`src/rtl/dmem_arbiter.sv`:
```
// dmem_arbiter: shares a single-port, synchronous-read data memory between
// the CPU data port and a debug/loader port.
//
// Ports:
//   clk, rst                 clock (rising edge), async active-low reset
//   cpu_req/we/addr/wdata    CPU access; held stable while cpu_stall=1
//   cpu_rdata, cpu_stall     CPU read data (valid in RD_CPU), stall
//   dbg_req/we/addr/wdata    debug access; held until dbg_ack
//   dbg_ack, dbg_rdata       registered completion pulse and read data
//   mem_en/we/addr/wdata     memory command (word address)
//   mem_rdata                memory read data, 1-cycle latency
//
// Arbitration happens only in IDLE. The CPU has priority unless the debug
// port has lost STARVE_MAX consecutive eligible arbitrations.
module dmem_arbiter #(
  parameter int AW         = 32,
  parameter int DW         = 32,
  parameter int STARVE_MAX = 4
) (
  input  logic          clk,
  input  logic          rst,
  input  logic          cpu_req,
  input  logic          cpu_we,
  input  logic [AW-1:0] cpu_addr,
  input  logic [DW-1:0] cpu_wdata,
  output logic [DW-1:0] cpu_rdata,
  output logic          cpu_stall,
  input  logic          dbg_req,
  input  logic          dbg_we,
  input  logic [AW-1:0] dbg_addr,
  input  logic [DW-1:0] dbg_wdata,
  output logic          dbg_ack,
  output logic [DW-1:0] dbg_rdata,
  output logic          mem_en,
  output logic          mem_we,
  output logic [AW-3:0] mem_addr,
  output logic [DW-1:0] mem_wdata,
  input  logic [DW-1:0] mem_rdata
);

  typedef enum logic [1:0] {IDLE, RD_CPU, RD_DBG} state_e;

  localparam logic [3:0] STARVE_LIM = 4'(STARVE_MAX);

  state_e        state_q, state_d;
  logic [3:0]    starve_q, starve_d;
  logic          dbg_ack_q, dbg_ack_d;
  logic [DW-1:0] dbg_rdata_q, dbg_rdata_d;

  logic idle, dbg_elig, dbg_win, cpu_win;

  // Byte-lane bits are ignored; misaligned addresses are silently truncated.
  logic unused_lsbs;
  assign unused_lsbs = ^{cpu_addr[1:0], dbg_addr[1:0]};

  always_comb begin
    idle     = (state_q == IDLE);
    // A request still high in its ack cycle is the old one, not a new one.
    dbg_elig = dbg_req & ~dbg_ack_q;
    dbg_win  = idle & dbg_elig & (~cpu_req | (starve_q >= STARVE_LIM));
    cpu_win  = idle & cpu_req & ~dbg_win;

    state_d     = state_q;
    starve_d    = starve_q;
    dbg_ack_d   = 1'b0;
    dbg_rdata_d = dbg_rdata_q;

    mem_en    = dbg_win | cpu_win;
    mem_we    = 1'b0;
    mem_addr  = cpu_addr[AW-1:2];
    mem_wdata = cpu_wdata;
    if (dbg_win) begin
      mem_we    = dbg_we;
      mem_addr  = dbg_addr[AW-1:2];
      mem_wdata = dbg_wdata;
    end else if (cpu_win) begin
      mem_we = cpu_we;
    end

    // CPU writes retire in the issue cycle; reads retire in RD_CPU.
    cpu_stall = cpu_req & ~(cpu_win & cpu_we) & (state_q != RD_CPU);
    cpu_rdata = (state_q == RD_CPU) ? mem_rdata : '0;

    unique case (state_q)
      IDLE: begin
        if (dbg_win) begin
          starve_d = '0;
          if (dbg_we) dbg_ack_d = 1'b1;
          else        state_d   = RD_DBG;
        end else if (cpu_win) begin
          if (dbg_elig && starve_q != 4'hF) starve_d = starve_q + 4'd1;
          if (!cpu_we) state_d = RD_CPU;
        end
      end
      RD_CPU: state_d = IDLE;
      RD_DBG: begin
        dbg_ack_d   = 1'b1;
        dbg_rdata_d = mem_rdata;
        state_d     = IDLE;
      end
      default: state_d = IDLE;
    endcase

    if (!rst) begin
      mem_en    = 1'b0;
      mem_we    = 1'b0;
      cpu_stall = 1'b0;
    end
  end

  always_ff @(posedge clk or negedge rst) begin
    if (!rst) begin
      state_q     <= IDLE;
      starve_q    <= '0;
      dbg_ack_q   <= 1'b0;
      dbg_rdata_q <= '0;
    end else begin
      state_q     <= state_d;
      starve_q    <= starve_d;
      dbg_ack_q   <= dbg_ack_d;
      dbg_rdata_q <= dbg_rdata_d;
    end
  end

  assign dbg_ack   = dbg_ack_q;
  assign dbg_rdata = dbg_rdata_q;

endmodule

```
`config.mk`:
```
export PLATFORM = sky130hd
export DESIGN_NAME = dmem_arbiter
export DESIGN_NICKNAME = d
export VERILOG_FILES = /design/src/rtl/dmem_arbiter.sv
export SDC_FILE = /design/constraint.sdc
export NUM_CORES = 1
export LEC_CHECK = 0
export CORE_AREA = 4 4 112 114
export DETAILED_ROUTE_END_ITERATION = 8
export DIE_AREA = 0 0 116 118
export PLACE_DENSITY = 0.74
export SETUP_SLACK_MARGIN = 0.02
export SLEW_MARGIN = 20
export SYNTH_ARGS = -nofsm -noshare
export SYNTH_HDL_FRONTEND = slang
export SYNTH_SLANG_ARGS = --single-unit
```
`constraint.sdc`:
```
create_clock -name clk -period 1.9 [get_ports clk]
set_input_delay 0.19 -clock clk [delete_from_list [all_inputs] [get_ports clk]]
set_output_delay 0.19 -clock clk [all_outputs]
set_load 0.005 [all_outputs]
```
### Word-level counts from Yosys, hierarchy flattened

Cells that the tools add are included.

* output and inout bits: 130
* logic and storage cells: 52
* input bits: 166
* bits in registers: 39

* muxes and demuxes: 19
* add/subtract/negate cells: 1
* order comparisons: 1
* reductions and logical operators: 6
* equal/unequal tests: 7
* bitwise logic cells: 14

Operator list (count)
* $mux W32: 2
* $mux W30: 1
* $mux W4: 3
* $mux W2: 5
* $and A1 B1 Y1: 8
* $mux W1: 7
* $reduce_and A3 Y1: 2
* $add A4 B1 Y4 const B: 1
* $ge A4 B3 Y1 const B: 1
* $ne A4 B4 Y1 const B: 1
* $not A1 Y1: 4
* $reduce_bool A2 Y1: 2
* $ne A3 B1 Y1 const B: 1
* $ne A3 B2 Y1 const B: 1
* $ne A3 B3 Y1 const B: 1
* $eq A2 B1 Y1 const B: 1
* $eq A2 B2 Y1 const B: 1
* $logic_not A2 Y1: 1
* $ne A2 B1 Y1 const B: 1
* $or A1 B1 Y1: 2
* $pmux W1 S2: 1
* $logic_and A1 B1 Y1: 1

### Longest topological paths before layout

Gate-level depths: netlist (run 1).

* depth after elaboration: 11
* mapped depth: 4
* mapped depth without buffers: 3

### Least setup slack after synthesis (run 1)

No wires, ideal clock.

* path type: register -> output
* from: register dbg_ack_q, in the netlist dbg_ack
* to: output port mem_we
* data arrival time: 1534 ps
* required time: 1710 ps
* path buffers: 0
* slack: 176 ps
* stages on the path, launching flop included: 4
* path through: dfrtp_1 > or4b_2 > nor2_2 > mux2i_1

* word-level cells in the longest chain between the ends: 9

RTL lines
* from (decl): RTL line 47 `logic dbg_ack_q, dbg_ack_d;`
* from (signal assigned): RTL line 120 `dbg_ack_q <= dbg_ack_d;`
* $not A1 Y1 (*): RTL line 59 `dbg_elig = dbg_req & ~dbg_ack_q;`
* $and A1 B1 Y1 (*): RTL line 59
* $and A1 B1 Y1 (*) (2 in a row): RTL line 60 `dbg_win = idle & dbg_elig & (~cpu_req | (starve_q >= STARVE_LIM));`
* $not A1 Y1: RTL line 61 `cpu_win = idle & cpu_req & ~dbg_win;`
* $and A1 B1 Y1: RTL line 61
* $mux W1: RTL line 76 `end else if (cpu_win) begin`
* $mux W1 (*): RTL line 72 `if (dbg_win) begin`
* $mux W1 (*): RTL line 104 `if (!rst) begin`
* to (decl): RTL line 35 `output logic mem_we,`

Mark *: on every way between the ends. The rest lies on a longest branch, timed or not.

### Worst setup path in the final report (run 1)

* from: register state_q[1]
* to: output port mem_addr[6]

* word-level cells in the longest chain between the ends: 4

RTL lines
* from (decl): RTL line 45 `state_e state_q, state_d;`
* from (signal assigned): RTL line 118 `state_q <= state_d;`
* $logic_not A2 Y1: RTL line 57 `idle = (state_q == IDLE);`
* $and A1 B1 Y1 (2 in a row): RTL line 60
* $mux W30: RTL line 72
* to (decl): RTL line 36 `output logic [AW-3:0] mem_addr,`

No other way between the ends.

==> results of run 1 <==
[flip-flops by register name (all words and copies together), names as in the netlist]
name       cells
dbg_ack        1
dbg_rdata     32
starve_q       4
state_q        2
[logic make-up after synthesis]
logic type / after synthesis / synth area share
compound gates: 4 / 0.00860
fa+ha+maj: 1 / 0.00453
buf+inv: 14 / 0.0367
flops: 39 / 0.353
mux: 95 / 0.466
simple gates: 58 / 0.131
[cell type report]
class	count	area (um^2)	share of cell area
timing repair buffer	341	3510	0.537
multi-input combinational	158	1730	0.264
sequential	39	976	0.149
tap	143	179	0.0273
clock buffer	7	133	0.0203
clock inverter	1	5.00	0.000765
antenna	2	5.00	0.000765
inverter	1	3.75	0.000574
[what timing repair did]
item | 4_1_cts | 5_1_grt
pin swaps | 5 | 3
hold buffers | 0 | 0
gates cloned | 7 | 0
resized for setup | 384 | 42
setup buffers | 18 | 10
endpoints found under the setup margin | 97 | 96
[cell usage after synthesis, types with 2 or more instances]
| library cell | instances | share of area |
|---|---|---|
| a21oi_1 | 2 | 0.0036 |
| dfrtp_1 | 39 | 0.35 |
| mux2_4 | 58 | 0.32 |
| mux2_2 | 36 | 0.15 |
| buf_6 | 6 | 0.024 |
| clkbuf_1 | 4 | 0.0054 |
| nand2_1 | 8 | 0.011 |
| and2_1 | 33 | 0.075 |
| nand3_1 | 2 | 0.0036 |
| buf_2 | 3 | 0.0054 |
| nor2_1 | 4 | 0.0054 |
[per-layer routing]
layer / part of all wire / wire length (um) / up-vias / global-route usage
met1: 0.32 / 5150 / 1463 / 0.211
met2: 0.52 / 8260 / 197 / 0.409
met3: 0.12 / 1880 / 33 / 0.0946
met4: 0.036 / 579 / 6 / 0.0805
met5: 0.0029 / 46 / - / 0
li1: - / - / 1415 / -
[how the worst max path moves through the flow]
stage	to	cells past startpoint
3_3_place_gp	mem_wdata[10]	6
2_1_floorplan	mem_we	3
3_5_place_dp	mem_we	5
5_1_grt	mem_addr[4]	8
6_report	mem_addr[6]	8
4_1_cts	mem_wdata[13]	7
[power by group]
part | switching [mW] | internal [mW] | total [mW]
Sequential | 0.190 | 1.19 | 1.38
Clock | 0.314 | 0.485 | 0.799
Combinational | 0.932 | 2.05 | 2.98
[worst max-delay path: stages, from the launching register on]
cell	delay [ps]
dfrtp_1	420
nor4b_4	270
buf_4	190
nand2_8	90
buf_12	140
buf_12	130
buf_12	130
mux2_4	310
buf_6	130
[through the flow]
step	util	hold slack (ps)	worst slack [ps]	setup TNS (ps)
finish	0.573	87.1	-384	-22780
global route	0.573	129	-439	-28070
CTS	0.572	90.4	-355	-20170
detailed placement	0.520	390	-586	-32170
global placement	0.520	374	-557	-30720
floorplan	-	-106	176	0
==> results.sh, run 1 <==
export IMPL_post_place_cells=650
export IMPL_cts_tree="built"
export IMPL_grt_pass1_wl_um=22300
export IMPL_timing_max_cap_violations=0
export IMPL_yosysUniqueCellTypes=27
export IMPL_antenna_left=0
export IMPL_period_needed_ps=2280
export IMPL_chipHeight_um=118
export IMPL_p_total_mw=5.16
export IMPL_drtIter0Drc=118
export IMPL_track_usage=0.220
export IMPL_hold_class="in2async"
export IMPL_die_area_mm2=0.0137
export IMPL_row_count=39
export IMPL_core_area_mm2=0.0114
export IMPL_yosys_warnings=0
export IMPL_synthToLayoutAreaGrowth_pct=137
export IMPL_dpl_hpwl_um=12700
export IMPL_avgSynthCellArea_um2=13.1
export IMPL_required_ps=1710
export IMPL_ir_drop_mv=0.558
export IMPL_violations="negative setup slack"
export IMPL_synthArstFlopShare=1.00
export IMPL_setup_slack_ps=-384
export IMPL_ys_seq_area_frac=0.353
export IMPL_drt_pass1_iterations=4
export IMPL_routedWlPerCell_um=23.0
export IMPL_reg2reg_to="starve_q[2]$_DFFE_PN0P_"
export IMPL_r2r_start="state_q[0]$_DFFE_PN0P_"
export IMPL_io_pin_count=296
export IMPL_avgViaCountPerCell=4.50
export IMPL_final_cell_mix="clkdlybuf4s50_1, buf_6, mux2_4, dfrtp_1, mux2_2"
export IMPL_remaining_drc_errors=0
export IMPL_clk_latency_ps=270
export IMPL_status="finished, violations left"
export IMPL_synth_seq_cells=39
export IMPL_dpl_cell_area_mm2=0.00594
export IMPL_initial_core_util=0.242
export IMPL_clock_sink_count=39
export IMPL_slew_viol_final=0
export IMPL_layout_drive_gt1_share=0.442
export IMPL_fin_cells=692
export IMPL_synth_edf_count=0
export IMPL_io_buffers=291
export IMPL_max_freq_ghz=0.438
export IMPL_fin_skew_ps=3.66
export IMPL_cts_root_buf="clkbuf_16"
export IMPL_fin_area_mm2=0.00654
export IMPL_cellLeakagePower_nw=3.12
export IMPL_synth_cells=211
export IMPL_finalSetupViolCount=96
export IMPL_period_share=1.20
export IMPL_finalHoldViolCount=0
export IMPL_grt_max_degree=40
export IMPL_critPathArrivalTime_ps=2090
export IMPL_antenna_found_initial=5
export IMPL_chipWidth_um=116
export IMPL_num_nets_final=713
export IMPL_cts_max_path_buffers=2
export IMPL_rsz0062_at_grt="true"
export IMPL_slew_headroom=0.653
export IMPL_synth_ff_type="dfrtp_1"
export IMPL_critical_path_class="reg2out"
export IMPL_endpoint_kind="output port"
export IMPL_synth_area_mm2=0.00276
export IMPL_cts_buffers=5
export IMPL_grt_pass1_vias=3538
export IMPL_grt_overflow_total=0
export IMPL_clk_pin_slew_ps=60
export IMPL_vias=3114
export IMPL_syn_num_nets=378
export IMPL_gp_congestion=0.911
export IMPL_n_fill_cell=953
export IMPL_routed_wl_um=15900
export IMPL_startpoint="state_q[1]$_DFFE_PN0P_"
export IMPL_htree_levels=2
export IMPL_reg2reg_depth=6
export IMPL_worst_slew_pin_slew_ps=521
export IMPL_cp_max_fo=5
export IMPL_startpoint_type="flop"
export IMPL_power_density_mw_per_mm2=789
export IMPL_reg2reg_slack_ps=280
export IMPL_final_common_cell="clkdlybuf4s50_1"
(Power assumes the default switching activity.)
==> run 2: changes to the inputs <==
--- a/config.mk
+++ b/config.mk
@@ -5,10 +5,10 @@
 export SDC_FILE = /design/constraint.sdc
 export NUM_CORES = 1
 export LEC_CHECK = 0
-export CORE_AREA = 4 4 112 114
+export CORE_AREA = 2 2 113 115
 export DETAILED_ROUTE_END_ITERATION = 8
-export DIE_AREA = 0 0 116 118
-export PLACE_DENSITY = 0.74
+export DIE_AREA = 0 0 115 117
+export PLACE_DENSITY = 0.71
 export SETUP_SLACK_MARGIN = 0.02
 export SLEW_MARGIN = 20
 export SYNTH_ARGS = -nofsm -noshare
==> run 2 against run 1 <==
The flow still finishes with violations (negative setup slack). Non-clock buffer count increased by 13. First-iteration DRC count fell by 38%. Count of clock-buffer cells in the layout fell by 1. Cell area rose by 2.9%. Via count down 1.2%. Critical path depth shrank 2. Power rose by 3.3%. Sequential share of layout area down 0.42 points. Highest routed layer unchanged.
==> results.sh, run 2 (synthesis results as in run 1) <==
export IMPL_endpoint_kind="output port"
export IMPL_critPathArrivalTime_ps=1980
export IMPL_slew_viol_final=0
export IMPL_n_fill_cell=1076
export IMPL_row_count=41
export IMPL_drtIter0Drc=73
export IMPL_cellLeakagePower_nw=3.16
export IMPL_dpl_hpwl_um=10100
export IMPL_initial_core_util=0.224
export IMPL_io_pin_count=296
export IMPL_cts_max_path_buffers=2
export IMPL_antenna_left=0
export IMPL_worst_slew_pin_slew_ps=498
export IMPL_chipHeight_um=117
export IMPL_cp_max_fo=8
export IMPL_ir_drop_mv=0.641
export IMPL_use_met3=0.0613
export IMPL_grt_max_degree=40
export IMPL_p_total_mw=5.34
export IMPL_startpoint_type="flop"
export IMPL_final_cell_mix="clkdlybuf4s50_1, buf_6, mux2_4, dfrtp_1, buf_4"
export IMPL_io_buffers=291
export IMPL_num_nets_final=726
export IMPL_cts_tree="built"
export IMPL_cts_buffers=5
export IMPL_track_usage=0.181
export IMPL_clk_latency_ps=280
export IMPL_violations="negative setup slack"
export IMPL_antenna_found_initial=2
export IMPL_required_ps=1710
export IMPL_fin_util=0.547
export IMPL_final_common_cell="clkdlybuf4s50_1"
export IMPL_fin_skew_ps=3.78
export IMPL_finalSetupViolCount=90
export IMPL_htree_levels=2
export IMPL_routed_wl_um=13200
export IMPL_clock_sink_count=39
export IMPL_drt_pass1_iterations=4
export IMPL_clk_pin_slew_ps=60
export IMPL_cts_root_buf="clkbuf_16"
export IMPL_grt_pass1_vias=3298
export IMPL_chipWidth_um=115
export IMPL_routedWlPerCell_um=18.6
export IMPL_finalHoldViolCount=0
export IMPL_timing_max_cap_violations=0
export IMPL_grt_pass1_wl_um=18700
export IMPL_gp_congestion=0.793
export IMPL_remaining_drc_errors=0
export IMPL_synthToLayoutAreaGrowth_pct=144
export IMPL_use_met2=0.335
export IMPL_groute_layer_met1_usage=0.203
export IMPL_period_share=1.14
export IMPL_power_density_mw_per_mm2=792
export IMPL_critical_path_class="reg2out"
export IMPL_max_freq_ghz=0.461
export IMPL_grt_overflow_total=0
export IMPL_largest_register_ffs=32
export IMPL_hold_class="in2async"
export IMPL_vias=3076
export IMPL_rsz0062_at_grt="true"
export IMPL_top_usage_layer="met2"
export IMPL_setup_slack_ps=-269
export IMPL_layout_drive_gt1_share=0.488
export IMPL_avgViaCountPerCell=4.33
export IMPL_die_area_mm2=0.0135
export IMPL_core_area_mm2=0.0123
export IMPL_status="finished, violations left"
export IMPL_insertedDiodeCount=0
export IMPL_slew_headroom=0.668
export IMPL_period_needed_ps=2170
run 2: worst paths after layout:
path | slack, ps | endpoint | depth (start not counted) | from
max | -270 | mem_addr[12] | 6 | starve_q[2]$_DFFE_PN0P_
min | 50 | dbg_rdata[2]$_DFFE_PN0P_ | 2 | rst
max reg2reg | 190 | state_q[0]$_DFFE_PN0P_ | 7 | state_q[0]$_DFFE_PN0P_
min reg2reg | 480 | starve_q[1]$_DFFE_PN0P_ | 2 | starve_q[1]$_DFFE_PN0P_
max in group asynchronous | 1510 | dbg_rdata[28]$_DFFE_PN0P_ | 2 | rst
min in group clk | 480 | starve_q[1]$_DFFE_PN0P_ | 2 | starve_q[1]$_DFFE_PN0P_
run 2: critical path, stage by stage, from the launching register on:
cell	delay, ps
dfrtp_1	380
or3b_4	440
nand2_8	160
buf_12	140
buf_12	140
mux2_4	310
buf_6	120
run 2: area by class of cell:
class                      count  area, um^2  share of cell area
clock buffer                   6         139              0.0206
clock inverter                 2        35.0             0.00520
inverter                       1        3.75            0.000558
multi-input combinational    158        1740               0.259
sequential                    39         976               0.145
tap                          150         188              0.0279
timing repair buffer         354        3650               0.542
run 2: timing repair:
item | 4_1_cts | 5_1_grt
setup buffers | 27 | 5
gates cloned | 8 | 0
hold buffers | 0 | 0
resized for setup | 467 | 8
pin swaps | 5 | 3
endpoints found under the setup margin | 97 | 95
run 2: per-stage QoR:
step	hold slack, ps	worst slack, ps	setup TNS (ps)	std cells	cell area, um^2
detailed placement	372	-676	-36650	662	5960
global placement	358	-681	-36090	662	5960
CTS	68.7	-278	-18480	705	6730
global route	101	-334	-23850	710	6730
floorplan	-106	176	0	211	2760
finish	47.8	-269	-16790	710	6730
run 2: power breakdown:
group	switching, mW	internal (mW)	total [mW]
combinational	0.896	2.07	2.97
clock	0.330	0.653	0.983
sequential	0.191	1.19	1.38
total	1.42	3.92	5.34
run 2: routing by layer:
| layer | up-vias | share of wire |
|---|---|---|
| met1 | 1466 | 0.37 |
| met2 | 164 | 0.51 |
| met3 | 11 | 0.10 |
| met4 | 2 | 0.013 |
| met5 | - | 0.00098 |
| li1 | 1433 | - |
==> run 3: changes to the inputs <==
--- a/config.mk
+++ b/config.mk
@@ -6,6 +6,7 @@
 export NUM_CORES = 1
 export LEC_CHECK = 0
 export CORE_AREA = 2 2 113 115
+export CTS_BUF_LIST = sky130_fd_sc_hd__clkbuf_4
 export DETAILED_ROUTE_END_ITERATION = 8
 export DIE_AREA = 0 0 115 117
 export PLACE_DENSITY = 0.71
@@ -14,3 +15,4 @@
 export SYNTH_ARGS = -nofsm -noshare
 export SYNTH_HDL_FRONTEND = slang
 export SYNTH_SLANG_ARGS = --single-unit
+export TNS_END_PERCENT = 30
==> run 3 against run 2 <==
The flow still finishes with violations (negative setup slack). Clock power is 43% lower. Utilization fell by 2.2 points. Die area stayed put. Cell count down 2.0%. Sequential share of layout area is 0.60 points higher. Via count fell by 0.98%. Cell area decreased by 4.0%. Non-clock buffer count down 14. Critical path type unchanged. Highest routed layer is now met4.
==> results.sh, run 3 (synthesis results as in run 1) <==
export IMPL_status="finished, violations left"
export IMPL_violations="negative setup slack"
export IMPL_initial_core_util=0.224
export IMPL_critPathBufInv=3
export IMPL_required_ps=1710
export IMPL_grt_pass1_wl_um=18500
export IMPL_cts_max_path_buffers=2
export IMPL_synthToLayoutAreaGrowth_pct=134
export IMPL_drt_pass1_iterations=4
export IMPL_avgViaCountPerCell=4.38
export IMPL_critical_path_class="reg2out"
export IMPL_finalHoldViolCount=0
export IMPL_io_pin_count=296
export IMPL_cp_max_fo=8
export IMPL_finalSetupViolCount=82
export IMPL_remaining_drc_errors=0
export IMPL_gp_congestion=0.793
export IMPL_io_buffers=291
export IMPL_die_area_mm2=0.0135
export IMPL_path_delay_family="simple AND/OR/NAND/NOR gates"
export IMPL_htree_levels=2
export IMPL_crit_chain="or3b_4 -> nand2_8 -> buf_12 -> buf_12 -> mux2_4 -> buf_6"
export IMPL_fin_skew_ps=7.86
export IMPL_fin_util=0.525
export IMPL_core_area_mm2=0.0123
export IMPL_vias=3046
export IMPL_drtIter0Drc=62
export IMPL_power_density_mw_per_mm2=748
export IMPL_grt_max_degree=40
export IMPL_critPathArrivalTime_ps=2080
export IMPL_ir_drop_mv=0.600
export IMPL_track_usage=0.179
export IMPL_cellLeakagePower_nw=3.10
export IMPL_chipHeight_um=117
export IMPL_dpl_hpwl_um=10100
export IMPL_max_freq_ghz=0.441
export IMPL_clk_latency_ps=350
export IMPL_row_count=41
export IMPL_worst_slew_pin_slew_ps=513
export IMPL_antenna_found_initial=1
export IMPL_final_cell_mix="clkdlybuf4s50_1, buf_6, mux2_4, dfrtp_1"
export IMPL_grt_pass1_vias=3247
export IMPL_antenna_left=0
export IMPL_cts_buffers=5
export IMPL_clk_pin_slew_ps=130
export IMPL_cts_tree="built"
export IMPL_crit_top_cell="buf_12"
export IMPL_routed_wl_um=13100
export IMPL_wl_met1_um=4880
export IMPL_slew_headroom=0.657
export IMPL_endpoint_kind="output port"
export IMPL_layout_drive_gt1_share=0.440
export IMPL_clock_sink_count=39
export IMPL_n_fill_cell=1126
export IMPL_routedWlPerCell_um=18.8
export IMPL_fin_area_mm2=0.00646
export IMPL_timing_max_cap_violations=0
export IMPL_cts_root_buf="clkbuf_4"
export IMPL_num_nets_final=712
export IMPL_grt_overflow_total=0
export IMPL_period_needed_ps=2270
export IMPL_hold_class="in2reg"
export IMPL_crit_slowest_cell="or3b_4"
export IMPL_final_common_cell="clkdlybuf4s50_1"
export IMPL_slew_viol_final=0
export IMPL_dr_max_layer_used="met4"
export IMPL_insertedDiodeCount=0
export IMPL_rsz0062_at_grt="true"
export IMPL_largest_register_ffs=32
export IMPL_worst_path_largest_cell_delay_ps=440
export IMPL_period_share=1.19
export IMPL_setup_slack_ps=-367
export IMPL_route_met3_wl_um=1330
export IMPL_startpoint_type="flop"
export IMPL_reg2reg_slack_ps=270
export IMPL_wl_met2_um=6670
export IMPL_chipWidth_um=115
export IMPL_dpl_cell_area_mm2=0.00596
[run 3: final cells by class]
| type | count | area (um^2) | area share |
|---|---|---|---|
| Clock buffer | 5 | 37.5 | 0.00581 |
| Clock inverter | 3 | 38.8 | 0.00600 |
| Inverter | 1 | 3.75 | 0.000581 |
| Multi-Input combinational cell | 158 | 1740 | 0.269 |
| Sequential cell | 39 | 976 | 0.151 |
| Tap cell | 150 | 188 | 0.0290 |
| Timing Repair Buffer | 340 | 3480 | 0.538 |
[run 3: report_power, final]
group	internal (mW)	leakage (nW)	total (mW)	switching, mW
combinational	2.02	2.59	2.90	0.882
sequential	1.19	0.467	1.38	0.192
clock	0.271	0.0426	0.562	0.291
[run 3: path summary, 6_finish.rpt]
kind,from,end,cells after the start
setup / recovery,starve_q[2]$_DFFE_PN0P_,mem_addr[12],6
hold reg to reg,starve_q[1]$_DFFE_PN0P_,starve_q[1]$_DFFE_PN0P_,2
min in group asynchronous,rst,dbg_rdata[2]$_DFFE_PN0P_,3
setup reg to reg,state_q[0]$_DFFE_PN0P_,state_q[0]$_DFFE_PN0P_,6
max in group asynchronous,rst,starve_q[0]$_DFFE_PN0P_,3
hold / removal,dbg_we,state_q[1]$_DFFE_PN0P_,2
[run 3: repair_timing]
item                                    CTS  global route
hold buffers                              1             0
hold endpoints to repair                 39             0
gates resized for setup                 398            35
cloned                                    8             0
pin swaps                                 5             2
buffers inserted                         17             0
endpoints found under the setup margin   97            97
[run 3: metrics by stage]
| step | hold WS [ps] | total power [mW] | std cells | TNS, ps | setup WS, ps |
|---|---|---|---|---|---|
| after floorplan | -106 | 2.29 | 211 | 0 | 176 |
| after global placement | 358 | 3.95 | 662 | -36090 | -681 |
| after detailed placement | 372 | 3.99 | 662 | -36650 | -676 |
| after CTS | 432 | 4.88 | 696 | -25810 | -381 |
| after global routing | 439 | 5.10 | 696 | -28440 | -422 |
| final | 447 | 4.84 | 696 | -22620 | -367 |
[run 3: per-layer routing]
layer | vias to the layer above | GRT usage
met5 | - | 0
met4 | 0 | 0.0386
met3 | 10 | 0.0536
met2 | 167 | 0.332
met1 | 1460 | 0.202
li1 | 1409 | -
